<file path="src/rtl/alu_pkg.sv">
// Shared definitions for the ALU issue front-end: opcodes, FSM states,
// qualified-flag bundle and default data widths.
package alu_pkg;

  localparam int WIDTH_DEF = 4;
  localparam int OPW_DEF   = 3;

  localparam logic [2:0] ALU_ADD = 3'b000;
  localparam logic [2:0] ALU_SUB = 3'b001;
  localparam logic [2:0] ALU_NOT = 3'b010;
  localparam logic [2:0] ALU_AND = 3'b011;
  localparam logic [2:0] ALU_OR  = 3'b100;
  localparam logic [2:0] ALU_XOR = 3'b101;
  localparam logic [2:0] ALU_CMP = 3'b110;
  localparam logic [2:0] ALU_EQU = 3'b111;

  typedef enum logic [1:0] {
    IDLE = 2'd0,
    EXEC = 2'd1,
    DONE = 2'd2
  } state_e;

  typedef struct packed {
    logic carry;
    logic zero;
    logic overflow;
  } flags_t;

endpackage

</file>
<file path="src/rtl/alu_flag_qual.sv">
// Flag qualification: carry/overflow are only meaningful for add/sub, so
// they are masked for every other opcode; zero is recomputed from the data.
module alu_flag_qual
  import alu_pkg::*;
#(
  parameter int WIDTH = WIDTH_DEF,
  parameter int OPW   = OPW_DEF
) (
  input  logic [OPW-1:0]   op,
  input  logic [WIDTH-1:0] alu_out,
  input  logic             alu_carry,
  input  logic             alu_overflow,
  output flags_t           flags
);

  logic is_arith;

  // Arithmetic ops pass carry/overflow through, everything else forces 0
  always_comb begin
    is_arith       = (op == OPW'(ALU_ADD)) || (op == OPW'(ALU_SUB));
    flags.carry    = is_arith & alu_carry;
    flags.overflow = is_arith & alu_overflow;
    flags.zero     = (alu_out == '0);
  end

endmodule

</file>
<file path="src/rtl/alu_issue_ctrl.sv">
// Command front-end for the 4-bit combinational ALU: accepts commands,
// drives registered operands into the ALU, captures the result and flags,
// and hands them downstream. Keeps an accumulator of the last result.
// Optional: define ALU_ISSUE_PERF_EN to add the 16-bit op_count output.
module alu_issue_ctrl
  import alu_pkg::*;
#(
  parameter int WIDTH = WIDTH_DEF,
  parameter int OPW   = OPW_DEF
) (
  input  logic             clk,
  input  logic             rst_n,
  input  logic             cmd_valid,
  output logic             cmd_ready,
  input  logic [OPW-1:0]   cmd_op,
  input  logic [WIDTH-1:0] cmd_a,
  input  logic [WIDTH-1:0] cmd_b,
  input  logic             cmd_use_acc,
  input  logic             acc_clr,
  output logic [OPW-1:0]   alu_sel,
  output logic [WIDTH-1:0] alu_a,
  output logic [WIDTH-1:0] alu_b,
  input  logic [WIDTH-1:0] alu_out,
  input  logic             alu_carry,
  input  logic             alu_zero,
  input  logic             alu_overflow,
  output logic             res_valid,
  input  logic             res_ready,
  output logic [WIDTH-1:0] res_data,
  output logic             res_carry,
  output logic             res_zero,
  output logic             res_overflow
`ifdef ALU_ISSUE_PERF_EN
  ,
  output logic [15:0]      op_count
`endif
);

  state_e           state;
  logic [WIDTH-1:0] acc;
  logic [WIDTH-1:0] op_a;
  logic             accept;
  flags_t           qflags;

  // Zero is recomputed locally from the captured data
  logic unused_alu_zero;
  assign unused_alu_zero = alu_zero;

  alu_flag_qual #(.WIDTH(WIDTH), .OPW(OPW)) u_flag_qual (
    .op           (alu_sel),
    .alu_out      (alu_out),
    .alu_carry    (alu_carry),
    .alu_overflow (alu_overflow),
    .flags        (qflags)
  );

  // Ready in IDLE, or in DONE when the pending result is consumed this cycle;
  // a same-cycle acc_clr makes a use_acc command see zero
  always_comb begin
    cmd_ready = (state == IDLE) || ((state == DONE) && res_ready);
    accept    = cmd_valid && cmd_ready;
    op_a      = cmd_use_acc ? (acc_clr ? '0 : acc) : cmd_a;
  end

  // Issue FSM: latch operands, capture ALU result, hold it until consumed
  always_ff @(posedge clk or negedge rst_n) begin
    if (!rst_n) begin
      state        <= IDLE;
      alu_sel      <= '0;
      alu_a        <= '0;
      alu_b        <= '0;
      acc          <= '0;
      res_valid    <= 1'b0;
      res_data     <= '0;
      res_carry    <= 1'b0;
      res_zero     <= 1'b0;
      res_overflow <= 1'b0;
    end else begin
      // Clear first so the EXEC capture below overrides it
      if (acc_clr) acc <= '0;
      if (accept) begin
        alu_sel <= cmd_op;
        alu_a   <= op_a;
        alu_b   <= cmd_b;
      end
      case (state)
        IDLE: if (accept) state <= EXEC;
        EXEC: begin
          res_data     <= alu_out;
          res_carry    <= qflags.carry;
          res_zero     <= qflags.zero;
          res_overflow <= qflags.overflow;
          acc          <= alu_out;
          res_valid    <= 1'b1;
          state        <= DONE;
        end
        DONE: if (res_ready) begin
          res_valid <= 1'b0;
          state     <= accept ? EXEC : IDLE;
        end
        default: state <= IDLE;
      endcase
    end
  end

`ifdef ALU_ISSUE_PERF_EN
  // Count consumed results; wraps naturally at 16 bits
  always_ff @(posedge clk or negedge rst_n) begin
    if (!rst_n) op_count <= '0;
    else if (res_valid && res_ready) op_count <= op_count + 16'd1;
  end
`endif

endmodule

</file>
<file path="config.mk">
export PLATFORM = sky130hd
export DESIGN_NAME = alu_issue_ctrl
export DESIGN_NICKNAME = d
export VERILOG_FILES = /design/src/rtl/alu_pkg.sv /design/src/rtl/alu_flag_qual.sv /design/src/rtl/alu_issue_ctrl.sv
export SDC_FILE = /design/constraint.sdc
export NUM_CORES = 1
export LEC_CHECK = 0
export CORE_MARGIN = 2
export CORE_UTILIZATION = 44
export CTS_CLUSTER_DIAMETER = 30
export DETAILED_ROUTE_END_ITERATION = 10
export PLACE_DENSITY = 0.89
export SYNTH_ARGS = -nofsm -noshare
export SYNTH_HDL_FRONTEND = slang
export SYNTH_SLANG_ARGS = --single-unit
</file>
<file path="constraint.sdc">
create_clock -name clk -period 2.8 [get_ports clk]
set_input_delay 0.56 -clock clk [delete_from_list [all_inputs] [get_ports clk]]
set_output_delay 0.56 -clock clk [all_outputs]
set_load 0.02 [all_outputs]
</file>
After elaboration in Yosys (flattened, before gate mapping)
Cells that the tools add are included.
Widths: inputs -> output; s select.

operators by class
  equality and inequality tests = 5
  multiplexer cells = 9
  bitwise logic cells = 2
  reduce and logical (&&, ||, !) cells = 10

operators by type and width
  cell                count
  $mux 4              3
  $pmux 2 s3          1
  $logic_not 4->1     1
  $mux 2              2
  $ne 2x2->1 const B  2
  $reduce_and 2->1    2
  $eq 3x1->1 const B  1
  $logic_not 3->1     1
  $and 1x1->1         2
  $eq 2x1->1 const B  1
  $eq 2x2->1 const B  1
  $logic_and 1x1->1   2
  $logic_not 2->1     1
  $logic_or 1x1->1    2
  $mux 1              2
  $pmux 1 s2          1
  $reduce_bool 2->1   1

storage, ports and cells
  register bits = 25
  output and inout port bits = 20
  word-level logic and storage cells = 36

Logic depth before layout (Yosys ltp)
  depth after elaboration = 7
  mapped depth = 4
  depth with buffers taken out = 3

Modules after synthesis
Synthesis repeated with hierarchy kept, for this count alone.

second synthesis, totals
  cells, all modules = 91
  area total of the unflattened synthesis = 1,059.8 um^2

by module, submodules not included
  module          instances  cells each  area an instance (um^2)  sequential area each (um^2)
  alu_issue_ctrl  1          88          1,032.2                  625.6
  alu_flag_qual   1          3           27.5                     0.0

Worst setup path before layout
Ideal clock, no wire load.

  path type = input port to output port
  start = input port res_ready
  end = output port cmd_ready
  arrival time = 0.871 ns
  data required time = 2.240 ns
  slack = 1.369 ns
  stages on the path = 2
  buffers on the path = 0
  cells stage by stage = nor2b_4 -> nor2_1

on the way
  word-level cells in the longest chain between the ends = 2

RTL lines
  element            RTL line              text
  start, declared    alu_issue_ctrl.sv:28  input logic res_ready,
  $logic_and 1x1->1  alu_issue_ctrl.sv:60  cmd_ready = (state == IDLE) || ((state == DONE) && res_ready);
  $logic_or 1x1->1   alu_issue_ctrl.sv:60
  end, declared      alu_issue_ctrl.sv:14  output logic cmd_ready,

Every way passes these cells.

Worst setup path after layout
Same ends and word-level chain as after synthesis.

==> results.txt <==
----------------------------------------------------
[Timing]
  Setup violations, final ... 0
  Unrepaired setup endpoints after global routing ... false
  Skew final ... 0.00139 ns
  Total Negative Setup Slacks ... 0 ns
  Worst slew margin ... 59.8%
  Worst slew pin tran ... 0.602 ns
  Final hold viol count ... 0
  Max Slew Vio Count ... 0
  Worst-case setup margin in the final layout ... 0.395 ns
  Ratio of final minimum period to clock period ... 85.9%
  F_max ... 416 MHz
  Shortest clock period the worst path allows after layout ... 2.41 ns

[Worst setup path]
  Max FO, Critical Path ... 2
  Critical path data required time ... 2.24 ns
  Data arrival time at the worst-slack endpoint ... 1.85 ns
  Kind of start point of the critical path ... input pin
  Crit path capture type ... output pin
  Class of the most critical setup path ... in2out

[Clock network]
  Number of post-CTS setup repair buffers ... 0
  Cell at the root of the clock tree ... clkbuf_4
  Number of sinks on the clock net ... 25
  H-Tree Depth ... 1
  Total CTS buffers ... 3
  Count of instances resized after the clock tree is built ... 0
  Worst-path clk slew ... 0.13 ns
  Number of hold buffers added after CTS ... 0
  Deepest clock path buffer count ... 2
  TritonCTS clock tree ... yes
  Insertion delay of the later-clocked pin in the worst-skew pair ... 0.32 ns

[Yosys]
  Adder-cell share of the synthesized area ... 0%
  Synthesis warning total ... 0
  Post-Synth XOR/XNOR Area ... 0%
  Post-Synthesis Cells ... 87
  Dominant combinational cell family by area after synthesis ... simple AND/OR/NAND/NOR gates
  Number of distinct library cell variants in the gate-level netlist after synthesis ... 17
  Number of synthesized register bits ... 25
  Synth Area in Simple Gates ... 19.0%
  Compound-gate portion of the synthesized area ... 5.54%
  Share of cell area taken by muxes after synthesis ... 11.9%
  Share of the yosys chip area belonging to registers ... 60.2%
  Synthesized area per cell ... 12.0 um^2
  Synthesized netlist net count ... 111
  Netlist Area Pre-Place ... 0.00104 mm^2

[Power]
  Power density cells ... 742 mW/mm^2
  Worst VDD drop ... 0.000593 V
  Leakage power figure ... 0.679 nW

[Final layout]
  Area taken by flip-flops and latches ... 626 um^2
  # diodes ... 0
  Post-route cell area ... 0.00151 mm^2
  Count of filler cells inserted in the layout ... 178
  Core occupancy in the finished layout ... 67.7%
  Most used cells in the layout excluding fill and tap cells ... 42 x clkdlybuf4s50_1, 25 x dfrtp_1, 18 x nand2_1, 11 x mux2_2, 8 x nand3b_1
  Final net count ... 157
  Most frequent standard cell in the layout excluding fill and tap cells ... clkdlybuf4s50_1
  Synthesis-to-finish area growth ... 45.5%
  Final std cells w/o fill ... 160
  Share of layout cells above drive strength 1 ... 14.4%
  Combined area of the multi-input logic cells ... 379 um^2

[Floorplan]
  Top Ports ... 44
  Die area ... 0.00277 mm^2
  Horizontal extent of the die ... 52.6 um
  Die height ... 52.6 um
  Total core area ... 0.00223 mm^2
  Initial core utilization ... 46.6%
  # rows ... 17

[Routing]
  Via/cell ratio ... 4.99
  DR pass1 iterations ... 4
  Wire length after detailed routing ... 2080 um
  Detailed router's first-iteration violation count ... 14
  Remaining number of nets flagged by the antenna check after routing ... 0
  Remaining design rule violation count ... 0
  Wire length on met3 ... 123 um
  Met1 wire length ... 887 um
  Wire length on met2 ... 1020 um
  Routed via count ... 798
  Avg WL per Cell ... 13.0 um
  Top layer reached by signal wires ... met4

[Place]
  Number of buffers added on ports ... 42
  Last weighted congestion value of the routability-driven placer ... 0.659
  Placement-stage cell area ... 0.00149 mm^2
  Post-detail-place hpwl ... 1600 um
  Placed Instances ... 156
  Setup Slack @ Placement ... 0.401 ns

[Run]
  MaxCap Viol Count ... 0

[Hold path]
  Class of the tightest hold or removal check ... reg2reg

[Global route]
  GRT overflow ... 0
  Overall routing resource usage ... 17.2%
  Via count of the first global-routing pass ... 808
  Pin count of the biggest net entering global routing ... 26
  Number of antenna violations at the first check in global routing ... 0
  Wire length of the first global-routing pass ... 3370 um

[Run status]
  Outcome ... finished clean

----------------------------------------------------
## worst paths after layout
kind	from	endpoint	slack (ns)	cells after the start
setup / recovery	res_ready	cmd_ready	0.39	4
hold / removal	res_data[1]$_DFFE_PN0P_	res_data[1]$_DFFE_PN0P_	0.50	2
setup reg to reg	state[1]$_DFFE_PN0P_	alu_a[2]$_DFFE_PN0P_	1.16	3
hold reg to reg	res_data[1]$_DFFE_PN0P_	res_data[1]$_DFFE_PN0P_	0.50	2
max in group asynchronous	rst_n	res_data[1]$_DFFE_PN0P_	2.00	2
min in group asynchronous	rst_n	alu_b[3]$_DFFE_PN0P_	0.57	2
## area by class of cell
| cell class | count | share of cell area, % |
|---|---|---|
| clock buffers | 4 | 1.74 |
| inverters | 5 | 1.24 |
| multi-input cells | 55 | 25.1 |
| flip-flops and latches | 25 | 41.4 |
| well taps | 28 | 2.32 |
| repair buffers | 43 | 28.3 |
## cell families after synthesis
family / after synthesis
simple gates: 34
mux: 11
flops: 25
compound gates: 10
buf+inv: 7
## stage by stage
step	hold slack, ns	total power [mW]
finish	0.499	1.12
global route	0.536	1.18
CTS	0.501	1.13
detailed placement	0.471	0.974
global placement	0.461	0.957
floorplan	0.264	0.738
## flip-flops by register name (all words and copies together) (netlist names)
name          cells
res_carry         1
acc               4
state             2
res_valid         1
res_data          4
res_overflow      1
res_zero          1
alu_a             4
alu_sel           3
alu_b             4
## cell usage after synthesis, drive strengths merged
cell / instances / area (um^2)
dfrtp: 25 / 626
nand2: 18 / 67.6
mux2: 11 / 124
nand3b: 8 / 60.1
o21ai: 7 / 35.0
inv: 5 / 18.8
a22o: 2 / 17.5
buf: 2 / 16.3
nor2: 2 / 7.51
a21oi: 1 / 5.00
and2b: 1 / 8.76
nand2b: 1 / 8.76
nor2b: 1 / 13.8
nor3: 1 / 5.00
nor3b: 1 / 18.8
or4: 1 / 7.51
## where the power goes
part           switching [mW]  internal [mW]  leakage (nW)
clock network           0.104         0.0559        0.0150
registers              0.0577          0.453         0.312
logic                   0.213          0.238         0.352
total                   0.375          0.748         0.679
## per-layer routing
layer | GRT usage (%) | vias up
li1 | - | 384
met3 | 3.14 | 4
met4 | 11.5 | 0
met5 | 0 | -
met2 | 28.3 | 26
met1 | 20.1 | 384
## critical path, stage by stage
cell and delay, ns:
clkdlybuf4s50_1 0.53, nor2b_4 0.06, nor2_1 0.09, clkdlybuf4s50_1 0.61
Power figures use the tool's default switching activity.
==> patch 1: new RTL, same settings <==
Change the package constant `WIDTH_DEF` from 4 to 6.
--- a/src/rtl/alu_pkg.sv
+++ b/src/rtl/alu_pkg.sv
@@ -2,7 +2,7 @@
 // qualified-flag bundle and default data widths.
 package alu_pkg;
 
-  localparam int WIDTH_DEF = 4;
+  localparam int WIDTH_DEF = 6;
   localparam int OPW_DEF   = 3;
 
   localparam logic [2:0] ALU_ADD = 3'b000;
Interface: changed (6 resized); port bits go from 44 to 56. No check against the original RTL was run, so the function may have changed too.
==> patch 1 against the unedited design <==
- cell area up 35%
- largest power group unchanged
- sequential cell count up 8
- synthesized area up 35%
- setup slack worse by 0.0075 ns
- critical path type unchanged
- power up 39%
- largest cell class unchanged
- register-to-register slack better by 0.09 ns
- synthesized cell count up 28%
- wire length up 47%
==> patch 1: results (changes against the unedited design) <==
- Leakage: 0.937 nW (+38%)
- Synth area leaders: dfrtp_1 (59%), mux2_4 (9.6%), nand2_1 (5.4%)
- GPL Wtd Cong: 0.793 (+20%)
- Min-delay src: res_data[2]
- Largest net degree at the start of global routing: 34 (+31%)
- # nets final: 200 (+27%)
- DP HPWL: 2310 um (+45%)
- Number of distinct library cells after synthesis: 20 (+3)
- Setup Skew: 0.00293 ns (+0.00154 ns)
- Post-place setup slack: 0.393 ns (-0.00819 ns)
- Vias in the first global route: 1088 (+35%)
- Synth cell count leaders: dfrtp_1 (33), nand2_1 (20), mux2_4 (9)
- Input/output buffers: 54 (+29%)
- # diodes: 0 (unchanged)
- Global-route wire length before repair: 4820 um (+43%)
- Root Buffer: clkbuf_4
- Initial drt markers: 44 (+30)
- Maximum VDD drop: 0.000325 V (-45%)
- DRT Pass-1 Iters: 4 (unchanged)
- Post-synthesis sequential area ratio: 58.9% (-1.2 points)
- TritonCTS Buffers: 5 (+2)
- DR vias/cell: 4.77 (-4.3%)
- Tightest Pin Transition: 0.447 ns (-0.156 ns)
- EDFF count, synth: 0 (unchanged)
- Min-delay worst type: flop to flop
- Run status: complete, no violations
- Synth Area in Compound Gates: 5.09% (-0.45 points)
- Syn Nets: 141 (+27%)
- # fillers: 237 (+33%)
- Post-synthesis mux area share: 18.8% (+6.8 points)
- Area after DPL: 1980 um^2 (+33%)
- CTS HTree Levels: 2 (+1)
- GRT Util Overall: 18.5% (+1.3 points)
- CP Max Fanout: 3 (+1)
- Share of cells above drive strength 1: 15.3% (+0.90 points)
- Reg clk slew, reported paths: 0.09 ns (-0.04 ns)
- WL/cell: 14.3 um (+9.6%)
==> patch 1: cell count changes after synthesis, moves of 2 or more <==
| cell | delta |
|---|---|
| mux2_4 | +9 |
| dfrtp_1 | +8 |
| nand3b_1 | -8 |
| nand2b_1 | +7 |
| mux2i_1 | +6 |
| mux2_2 | -5 |
| clkbuf_1 | +3 |
| inv_1 | +2 |
| nand2_1 | +2 |
==> patch 1: metrics by stage <==
stage | hold WS (ns) | instances
after floorplan | 0.264 | 111
after global routing | 0.519 | 214
after detailed placement | 0.473 | 207
final | 0.494 | 214
after global placement | 0.463 | 207
after CTS | 0.495 | 214
==> patch 1: logic make-up after synthesis <==
family | count (synthesis)
and+or+nand+nor | 34
DFF | 33
muxes | 21
AOI/OAI and AO/OA | 12
buffers and inverters | 11
==> patch 1: path summary, 6_finish.rpt <==
check                                   end  slack [ns]  cells past startpoint
worst max register to register     alu_b[0]        1.25                      4
worst min-delay path            res_data[2]        0.49                      2
min in group asynchronous          alu_a[2]        0.63                      2
worst max-delay path              cmd_ready        0.39                      4
worst min register to register  res_data[2]        0.49                      2
max in group asynchronous          alu_b[5]        1.88                      2
==> patch 1: area by class of cell <==
cell class              count  area (um^2)  area share [%]
flip-flops and latches     33          826            40.6
well taps                  44         55.1            2.70
clock buffers               7         55.1            2.70
repair buffers             56          556            27.3
inverters                   7         26.3            1.29
multi-input cells          67          518            25.4
==> patch 1: routing by layer <==
layer	wire, um	part of all wire [%]	global-route usage, %	up-vias
met5	0	0	0	-
met4	49	1.6	6.52	0
met3	247	8.1	7.68	7
met2	1500	49	31.8	41
met1	1260	41	20.8	486
li1	-	-	-	487
==> patch 1: power by group <==
group / internal, mW / switching (mW) / total, mW
logic: 0.333 / 0.289 / 0.621
registers: 0.600 / 0.0755 / 0.675
clock network: 0.118 / 0.140 / 0.259
==> patch 1: worst max-delay path, stage by stage <==
cell and delay [ns]:
clkdlybuf4s50_1 0.54, nor2b_4 0.07, nor2_1 0.08, clkdlybuf4s50_1 0.61
==> patch 2: new RTL, config.mk and constraints unchanged <==
Without the edit above. The 3 states of `state_e` get a one-hot encoding in 3 bits.
--- a/src/rtl/alu_pkg.sv
+++ b/src/rtl/alu_pkg.sv
@@ -14,10 +14,10 @@
   localparam logic [2:0] ALU_CMP = 3'b110;
   localparam logic [2:0] ALU_EQU = 3'b111;
 
-  typedef enum logic [1:0] {
-    IDLE = 2'd0,
-    EXEC = 2'd1,
-    DONE = 2'd2
+  typedef enum logic [2:0] {
+    IDLE = 3'b001,
+    EXEC = 3'b010,
+    DONE = 3'b100
   } state_e;
 
   typedef struct packed {
Function: same outputs for any inputs over 10 cycles, from zero or initial values and one cycle with rst_n low; not proved beyond that.
==> patch 2 against the unedited design <==
- power up 47%
- count of clock-buffer cells in the layout did not move
- combinational power is 83% higher
- synthesized area grew 13%
- worst hold slack better by 0.031 ns
- setup slack worse by 0.16 ns
- cell area increased by 9.8%
- sequential cell count rose by 1
- utilization decreased by 1.3 points
- wire length up 17%
- highest routed layer unchanged
==> patch 2: results (changes against the unedited design) <==
- DR vias/cell: 4.93 (-1.2%)
- Met3 global-route usage: 5.12% (+2.0 points)
- Setup Skew: 0.00603 ns (+0.00464 ns)
- Crit Reg-Reg Endpoint: res_zero
- Largest net degree at the start of global routing: 27 (+3.8%)
- GRT Util Overall: 17.0% (-0.19 points)
- Number of distinct library cells after synthesis: 23 (+6)
- Initial drt markers: 5 (-9)
- Post-synthesis sequential area ratio: 55.6% (-4.6 points)
- Maximum VDD drop: 0.000719 V (+21%)
- Non-filler instance count after layout: 171 (+6.9%)
- GPL Wtd Cong: 0.771 (+17%)
- Post-place setup slack: 0.227 ns (-0.174 ns)
- Synth area leaders: dfrtp_1 (53%), mux2_4 (12%), o21ai_0 (5.5%)
- Run status: complete, no violations
- Leakage: 0.758 nW (+12%)
- CP Max Fanout: 4 (+2)
- DRT Pass-1 Iters: 3 (-1)
- Min-Delay Path Depth: 1 (-1)
- Vias in the first global route: 861 (+6.6%)
- CP Data Arrival Time: 2.01 ns (+0.16 ns)
- DP HPWL: 1970 um (+23%)
- R2r setup slk: 1.11 ns (-0.05 ns)
- Routed wl met3: 125 um (+1.6%)
- Hold_ws: 0.530 ns (+0.0315 ns)
- Grt met2 use: 30.6% (+2.3 points)
- RR Startpoint: state[2]
- Min-delay src: alu_a[0]
- Synth cell count leaders: dfrtp_1 (25), o21ai_0 (13), inv_1 (11), mux2_4 (9), nand2b_1 (7)
patch 2: kinds of logic after synthesis:
| group | after synthesis | synth area share [%] |
|---|---|---|
| buffers and inverters | 14 | 5.23 |
| muxes | 16 | 17.8 |
| and+or+nand+nor | 22 | 12.7 |
| AOI/OAI and AO/OA | 18 | 8.64 |
| DFF | 26 | 55.6 |
patch 2: layout make-up:
class,instances,area (um^2),area share [%]
Timing Repair Buffer,44,435,26.2
Multi-Input combinational cell,56,459,27.6
Inverter,11,41.3,2.48
Clock buffer,4,36.3,2.18
Sequential cell,26,652,39.2
Tap cell,30,37.5,2.26
patch 2: power groups by stage:
stage               registers (mW)  clock network [mW]  logic [mW]
global placement             0.634                   0       0.802
detailed placement           0.644                   0       0.831
finish                       0.641               0.184       0.825
floorplan                    0.774                   0       0.324
global route                 0.656               0.207       0.874
CTS                          0.641               0.187       0.834
